File: src/rtl/result_nibble_tx.sv
// result_nibble_tx
//   Transmit end of the byte-result path. Words of DATA_W bits plus
//   carry/overflow status are accepted over a valid/ready handshake and
//   held in a DEPTH-entry FIFO. Each word is then sent as NIB_W-bit beats,
//   lowest nibble first. The status flags ride on the last beat of the word.
//
//   Optional build macro: PARITY_NIBBLE_EN
//     When defined, one extra beat is appended to every word. It carries the
//     XOR of all data nibbles, and out_last/out_flags move onto that beat.
//
// Ports
//   clk, rst_n        clock, asynchronous active-low reset
//   in_valid/in_ready upstream handshake (in_ready = FIFO not full)
//   in_data           result word
//   in_carry          carry status for in_data
//   in_overflow       overflow status for in_data
//   out_valid/out_ready downstream beat handshake (out_valid = FIFO not empty)
//   out_nibble        current beat
//   out_first         beat is the first of its word
//   out_last          beat is the last of its word
//   out_flags         {carry, overflow} on the last beat, 0 otherwise
module result_nibble_tx #(
  parameter int DATA_W = 8,
  parameter int NIB_W  = 4,
  parameter int DEPTH  = 2
) (
  input  logic              clk,
  input  logic              rst_n,
  input  logic              in_valid,
  output logic              in_ready,
  input  logic [DATA_W-1:0] in_data,
  input  logic              in_carry,
  input  logic              in_overflow,
  output logic              out_valid,
  input  logic              out_ready,
  output logic [NIB_W-1:0]  out_nibble,
  output logic              out_first,
  output logic              out_last,
  output logic [1:0]        out_flags
);

  localparam int BEATS = DATA_W / NIB_W;
`ifdef PARITY_NIBBLE_EN
  localparam int NBEATS = BEATS + 1;
`else
  localparam int NBEATS = BEATS;
`endif
  localparam int AW = $clog2(DEPTH);
  localparam int PW = AW + 1;
  localparam int BW = (NBEATS > 1) ? $clog2(NBEATS) : 1;
  localparam logic [BW-1:0] LAST_B = BW'(NBEATS - 1);

  typedef struct packed {
    logic [DATA_W-1:0] data;
    logic              carry;
    logic              ovf;
  } entry_t;

  entry_t          mem_q [DEPTH];
  entry_t          mem_d [DEPTH];
  logic [PW-1:0]   wr_q, wr_d, rd_q, rd_d;
  logic [BW-1:0]   beat_q, beat_d;

  logic            full, empty, push, pop, beat_xfer, last_beat;
  entry_t          head;
  logic [NIB_W-1:0] nib;

  // Extra pointer MSB distinguishes full from empty when the indices match.
  assign full      = (wr_q[PW-1] != rd_q[PW-1]) && (wr_q[AW-1:0] == rd_q[AW-1:0]);
  assign empty     = (wr_q == rd_q);
  assign head      = mem_q[rd_q[AW-1:0]];

  // A full FIFO refuses pushes even when the head pops this cycle.
  assign push      = in_valid && !full;
  assign beat_xfer = !empty && out_ready;
  assign last_beat = (beat_q == LAST_B);
  assign pop       = beat_xfer && last_beat;

  // Beat selection from the head entry.
  always_comb begin
    nib = '0;
    for (int i = 0; i < BEATS; i++)
      if (int'(beat_q) == i) nib = head.data[i*NIB_W +: NIB_W];
`ifdef PARITY_NIBBLE_EN
    begin
      logic [NIB_W-1:0] par;
      par = '0;
      for (int i = 0; i < BEATS; i++) par = par ^ head.data[i*NIB_W +: NIB_W];
      if (int'(beat_q) == BEATS) nib = par;
    end
`endif
  end

  // Outputs come only from flops, so a stall cannot disturb them and they
  // clear the instant reset asserts.
  assign in_ready   = !full;
  assign out_valid  = !empty;
  assign out_nibble = empty ? '0 : nib;
  assign out_first  = !empty && (beat_q == '0);
  assign out_last   = !empty && last_beat;
  assign out_flags  = (!empty && last_beat) ? {head.carry, head.ovf} : 2'b00;

  always_comb begin
    mem_d = mem_q;
    if (push) mem_d[wr_q[AW-1:0]] = {in_data, in_carry, in_overflow};
    wr_d   = wr_q + PW'(push);
    rd_d   = rd_q + PW'(pop);
    beat_d = beat_q;
    if (beat_xfer) beat_d = last_beat ? '0 : beat_q + BW'(1);
  end

  always_ff @(posedge clk or negedge rst_n) begin
    if (!rst_n) begin
      for (int i = 0; i < DEPTH; i++) mem_q[i] <= '0;
      wr_q   <= '0;
      rd_q   <= '0;
      beat_q <= '0;
    end else begin
      mem_q  <= mem_d;
      wr_q   <= wr_d;
      rd_q   <= rd_d;
      beat_q <= beat_d;
    end
  end

endmodule
File: config.mk
export PLATFORM = sky130hd
export DESIGN_NAME = result_nibble_tx
export DESIGN_NICKNAME = d
export VERILOG_FILES = /design/src/rtl/result_nibble_tx.sv
export SDC_FILE = /design/constraint.sdc
export NUM_CORES = 1
export LEC_CHECK = 0
export CAP_MARGIN = 10
export CORE_ASPECT_RATIO = 0.5
export CORE_UTILIZATION = 40
export DETAILED_ROUTE_END_ITERATION = 10
export GPL_ROUTABILITY_DRIVEN = 0
export SLEW_MARGIN = 20
export SYNTH_ARGS = -nofsm -noshare
export SYNTH_HDL_FRONTEND = slang
export SYNTH_SLANG_ARGS = --single-unit
export TNS_END_PERCENT = 1
File: constraint.sdc
create_clock -name clk -period 3.23 [get_ports clk]
set_input_delay 0.4845 -clock clk [delete_from_list [all_inputs] [get_ports clk]]
set_output_delay 0.4845 -clock clk [all_outputs]
set_load 0.005 [all_outputs]
==> flow_metrics.env, run 1 <==
export IMPL_maxSlewHeadroom_pct=61.9
export IMPL_tns_ps=0
export IMPL_path_cells="xor2_1, nor2_1, nor2b_1, clkdlybuf4s50_1"
export IMPL_synth_commonest_cells="dfrtp_1 (25), mux2_2 (20), inv_1 (5), nor2_1 (5)"
export IMPL_ys_flop_type="dfrtp_1"
export IMPL_cts_setup_buffers=0
export IMPL_period_minus_slack_ps=2630
export IMPL_worst_clock_skew_ps=1.58
export IMPL_worstPathArrival_ps=2150
export IMPL_port_buffers=23
export IMPL_drt_iter0_markers=19
export IMPL_cts_made_buffers=3
export IMPL_synth_edff_count=0
export IMPL_grt_max_degree=26
export IMPL_slew_violations=0
export IMPL_worst_path_max_fanout=8
export IMPL_path_buf_inv=1
export IMPL_crit_type="reg2out"
export IMPL_final_hold_viol_count=0
export IMPL_initial_core_util_pct=43.5
export IMPL_cp_required_ps=2750
export IMPL_drt_wirelength_per_cell_um=14.2
export IMPL_antenna_found_initial=0
export IMPL_synthArstFlopShare_pct=100
export IMPL_drtAntennaViolNets=0
export IMPL_cts_root_buf="clkbuf_8"
export IMPL_endpoint_kind="output port"
export IMPL_timing_rr_start="rd_q[0]"
export IMPL_max_freq_mhz=380
export IMPL_place_hpwl_mm=1.50
export IMPL_yosysTopAreaCellShare_pct=53.9
export IMPL_start_kind="register"
export IMPL_yosysWarnings=0
export IMPL_total_power_w=0.00165
export IMPL_fin_crit_sh_pct=81.5
export IMPL_fin_cells=141
export IMPL_cp_startpoint="rd_q[0]"
export IMPL_die_y_um=40.1
export IMPL_wirelength_mm=2.00
export IMPL_syn_avg_cell_area_sq_um=14.3
export IMPL_min_path_type="in2async"
export IMPL_htreeDepth=1
export IMPL_syn_to_final_growth_pct=25.1
export IMPL_route_detailed_vias_per_inst=4.79
export IMPL_synth_cell_type_count=17
export IMPL_peakVddDrop_mv=0.485
export IMPL_syn_inst=81
export IMPL_postCtsHoldBufs=0
export IMPL_clkTransAtPathRegs_ps=80
export IMPL_leakage_nw=0.621
export IMPL_max_stage_delay_ps=640
export IMPL_num_vias=676
export IMPL_die_w_um=78.2
export IMPL_synth_area_sq_um=1160
export IMPL_synth_most_common_cell="dfrtp_1"
export IMPL_seq_area_frac_synth_pct=53.9
export IMPL_ys_seq_elements=25
export IMPL_final_layout_size_suffix_gt1_share_pct=27.9
export IMPL_dieArea_sq_um=3130
export IMPL_setup_viol=0
export IMPL_cts_resized=0
export IMPL_run_status="finished clean"
export IMPL_grt_ovfl_total=0
export IMPL_drc=0
export IMPL_ios=24
export IMPL_synth_largest_area_cell="dfrtp_1"
export IMPL_rsz0062_at_grt="no"
export IMPL_tightest_slew_ps=572
export IMPL_nets=122
export IMPL_core_area_sq_um=2670
export IMPL_power_density_nw_per_um2=1130
export IMPL_antennaDiodeCount=0
export IMPL_grt_pass1_vias=714
export IMPL_placed_cells=137
export IMPL_rows=13
export IMPL_maxCapViolCount=0
export IMPL_yosys_top_cells_area="dfrtp_1 (54%), mux2_2 (19%), mux4_2 (7.8%), ha_1 (3.2%), xor2_1 (3.0%)"
export IMPL_critPathTopFamily="flip-flops"
export IMPL_clk_latency_ps=260
export IMPL_drt_pass1_iterations=2
export IMPL_synth_nets=98
export IMPL_cts_tree="yes"
export IMPL_crit_slowest_cell="dfrtp_1"
export IMPL_grt_pass1_wl_mm=3.25
export IMPL_clock_sinks=25
export IMPL_track_usage_pct=14.6
export IMPL_cts_buffer_depth=2
==> power breakdown <==
part	internal (W)	switching (W)
registers	0.000479	0.000123
clock network	0.0000878	0.0000857
logic	0.000569	0.000302
total	0.00114	0.000510
==> logic make-up after synthesis <==
group	count (synthesis)	synth area share, %
XOR/XNOR	5	3.78
AND/OR/NAND/NOR	11	5.50
multiplexers	26	28.9
adder cells (fa/ha/maj)	3	3.24
flip-flops	25	53.9
AO/OA/AOI/OAI	2	0.863
buffers and inverters	9	3.78
==> path summary, 6_finish.rpt <==
kind                                       to  slack (ps)  cells past startpoint
min in group clk                      rd_q[1]         490                      1
worst max-delay path            out_nibble[1]         600                      4
worst max register to register       mem_q[4]         910                      5
worst min register to register        rd_q[1]         490                      1
worst min-delay path                  wr_q[0]         210                      1
max in group asynchronous           mem_q[12]        2650                      1
==> per-stage QoR <==
step,setup slack (ps),hold WS (ps),instance area (sq um),util [%]
finish,598,209,1450,54.4
global route,422,234,1450,54.4
CTS,554,497,1460,54.6
detailed placement,858,482,1410,52.9
global placement,919,475,1410,52.9
floorplan,1390,189,1160,-
==> layer usage <==
metal,vias up,track usage (%),share of wire (%)
met3,2,4.09,3.4
met2,13,28.5,49
met5,-,0,0
li1,320,-,-
met1,341,17.1,47
met4,0,2.78,0.60
==> cells in the final DEF, fill, tap and decap left out <==
cell type	n
clkdlybuf4s50_1	22
buf_2	1
nand2b_1	1
xnor2_1	1
clkbuf_8	3
mux4_2	4
mux2i_1	2
and2_1	1
o21ai_0	2
nor2_1	5
dfrtp_1	25
xor2_1	4
inv_1	5
nor2b_1	3
nor2b_4	1
ha_1	3
mux2_2	20
clkbuf_1	1
==> layout make-up <==
type	count	area, sq um
Multi-Input combinational cell	47	490
Clock buffer	4	45.0
Sequential cell	25	626
Tap cell	37	46.3
Timing Repair Buffer	23	225
Inverter	5	18.8
Fill cell	230	1220
==> worst register-to-register path, delay by kind of cell, from the launching register on <==
kind / cells / cell delay [ps]
multiplexers: 1 / 410
adder cells (fa/ha/maj): 1 / 530
XOR/XNOR: 1 / 300
flip-flops: 1 / 640
AND/OR/NAND/NOR: 2 / 330
==> flip-flops by register name, summed over array words and instances, names as in the netlist <==
| name | flops |
|---|---|
| rd_q | 2 |
| wr_q | 2 |
| beat_q | 1 |
| mem_q | 20 |
Power figures use the tool's default switching activity.
==> run 2: changes to the inputs <==
==> constraint.sdc (replaced) <==
create_clock -name clk -period 2.55 [get_ports clk]
set_input_delay 0.3825 -clock clk [delete_from_list [all_inputs] [get_ports clk]]
set_output_delay 0.3825 -clock clk [all_outputs]
set_load 0.005 [all_outputs]
==> run 2 against run 1 <==
- power increased by 33%
- via count increased by 3.0%
- global-route usage increased by 1.9 points
- sequential power increased by 23%
- clock skew increased by 6.7 ps
- critical endpoint is now out_nibble[0]
- largest cell class unchanged
- highest routed layer unchanged
==> flow_metrics.env, run 2 (same netlist as run 1, synthesis figures left out) <==
export IMPL_internal_power_w=0.00151
export IMPL_endpoint_kind="output port"
export IMPL_fin_crit_sh_pct=91.2
export IMPL_post_route_util_pct=56.9
export IMPL_largest_register_ffs=20
export IMPL_worst_clock_skew_ps=8.24
export IMPL_route_detailed_vias_per_inst=4.73
export IMPL_cts_made_buffers=3
export IMPL_switching_power_w=0.000686
export IMPL_reg2regPathDepth=6
export IMPL_num_vias=696
export IMPL_p_comb_share_pct=55.5
export IMPL_cp_required_ps=2170
export IMPL_port_buffers=23
export IMPL_r2r_setup_slack_ps=570
export IMPL_worstPathArrival_ps=1940
export IMPL_die_w_um=78.2
export IMPL_final_common_cell="dfrtp_1"
export IMPL_busiest_layer="met2"
export IMPL_htreeDepth=1
export IMPL_setup_viol=0
export IMPL_grt_pass1_vias=734
export IMPL_antennaDiodeCount=0
export IMPL_run_status="finished clean"
export IMPL_fillers=243
export IMPL_postCtsHoldBufs=0
export IMPL_leakage_nw=0.652
export IMPL_timing_hold_ws_ps=480
export IMPL_cts_root_buf="clkbuf_8"
export IMPL_rsz0062_at_grt="no"
export IMPL_gr_usage_met1_pct=20.2
export IMPL_peakVddDrop_mv=0.652
export IMPL_drt_pass1_iterations=2
export IMPL_cp_startpoint="rd_q[0]"
export IMPL_wirelength_mm=2.11
export IMPL_dieArea_sq_um=3130
export IMPL_worst_path_max_fanout=5
export IMPL_p_seq_share_pct=33.8
export IMPL_drc=0
export IMPL_switching_share_pct=31.3
export IMPL_die_y_um=40.1
export IMPL_drt_wirelength_per_cell_um=14.3
export IMPL_crit_type="reg2out"
export IMPL_timing_rr_start="rd_q[0]"
export IMPL_rr_endpoint="mem_q[2]"
export IMPL_grt_ovfl_total=0
export IMPL_rows=13
export IMPL_tightest_slew_ps=512
export IMPL_power_density_nw_per_um2=1440
export IMPL_grt_max_degree=26
export IMPL_track_usage_pct=16.6
export IMPL_drtAntennaViolNets=0
export IMPL_clkTransAtPathRegs_ps=90
export IMPL_cts_tree="yes"
export IMPL_antenna_found_initial=0
export IMPL_min_path_type="in2async"
export IMPL_max_freq_mhz=430
export IMPL_place_hpwl_mm=1.55
export IMPL_period_minus_slack_ps=2330
export IMPL_maxSlewHeadroom_pct=65.8
export IMPL_drt_iter0_markers=15
export IMPL_final_cell_mix="dfrtp_1 (24), clkdlybuf4s50_1 (23), mux2_2 (20)"
export IMPL_grt_met3_usage_pct=4.55
export IMPL_reg_top3="mem_q (20), rd_q (2), wr_q (2)"
export IMPL_setup_ws_ps=224
export IMPL_initial_core_util_pct=43.5
export IMPL_cts_buffer_depth=2
export IMPL_grt_pass1_wl_mm=3.62
export IMPL_start_kind="register"
export IMPL_syn_to_final_growth_pct=31.0
export IMPL_dpl_worst_slack_ps=297
export IMPL_clock_sinks=25
export IMPL_tns_ps=0
export IMPL_regMostFlops="mem_q"
export IMPL_pwr_share_clk_pct=10.7
export IMPL_slew_violations=0
export IMPL_clk_latency_ps=270
export IMPL_core_area_sq_um=2670
export IMPL_maxCapViolCount=0
export IMPL_ios=24
export IMPL_final_layout_size_suffix_gt1_share_pct=32.7
export IMPL_use_met2_pct=28.5
export IMPL_final_hold_viol_count=0
export IMPL_nets=128
==> run 2: worst max-delay path by stage <==
stage	endpoint	slack [ps]
after floorplan	mem_q[1]	710
after CTS	out_flags[1]	110
after detailed placement	mem_q[2]	300
after global placement	out_nibble[2]	340
after global routing	out_flags[1]	90
final	out_nibble[0]	220
==> run 2: layout make-up <==
cell class              instances  area, sq um  share of cell area (%)
inverters                       5         18.8                    1.24
clock buffers                   3         41.3                    2.72
well taps                      37         46.3                    3.05
flip-flops and latches         25          627                    41.3
clock inverters                 1         7.51                   0.494
repair buffers                 29          288                    18.9
multi-input cells              47          490                    32.3
==> run 2: stage by stage <==
stage	instance area (sq um)	power, W	cells
after floorplan	1160	0.00143	81
after global placement	1450	0.00190	140
after detailed placement	1450	0.00195	140
after CTS	1500	0.00220	144
after global routing	1520	0.00238	147
final	1520	0.00219	147
==> run 2: critical path, cell delays in order (launching register included) <==
cell and delay [ps]:
dfrtp_2 410, buf_4 150, mux4_2 490, nor2b_1 150
clkdlybuf4s50_1 460
==> run 2: power by group through the flow <==
stage / clock network, W / logic (W) / registers [W]
floorplan: 0 / 0.000739 / 0.000690
global placement: 0 / 0.00114 / 0.000763
detailed placement: 0 / 0.00117 / 0.000774
CTS: 0.000247 / 0.00118 / 0.000768
global route: 0.000263 / 0.00135 / 0.000773
finish: 0.000235 / 0.00122 / 0.000742
==> run 2: repair_timing <==
action / CTS / global route
gates resized for setup: 1 / 0
setup buffers: 0 / 3
pin swaps: 0 / 0
endpoints found under the setup margin: 4 / 1
==> run 2: metal layers <==
metal	share of wire, %	vias to the layer above
li1	-	330
met1	45	347
met2	49	14
met3	4.1	5
met4	1.8	0
met5	0	-
==> run 3: changes to the inputs <==
--- a/config.mk
+++ b/config.mk
@@ -8,6 +8,8 @@
 export CAP_MARGIN = 10
 export CORE_ASPECT_RATIO = 0.5
 export CORE_UTILIZATION = 40
+export CTS_CLUSTER_DIAMETER = 100
+export CTS_CLUSTER_SIZE = 16
 export DETAILED_ROUTE_END_ITERATION = 10
 export GPL_ROUTABILITY_DRIVEN = 0
 export SLEW_MARGIN = 20
==> results of run 3 <==
No change in the layout: final DEF, timing and power equal those of run 2.
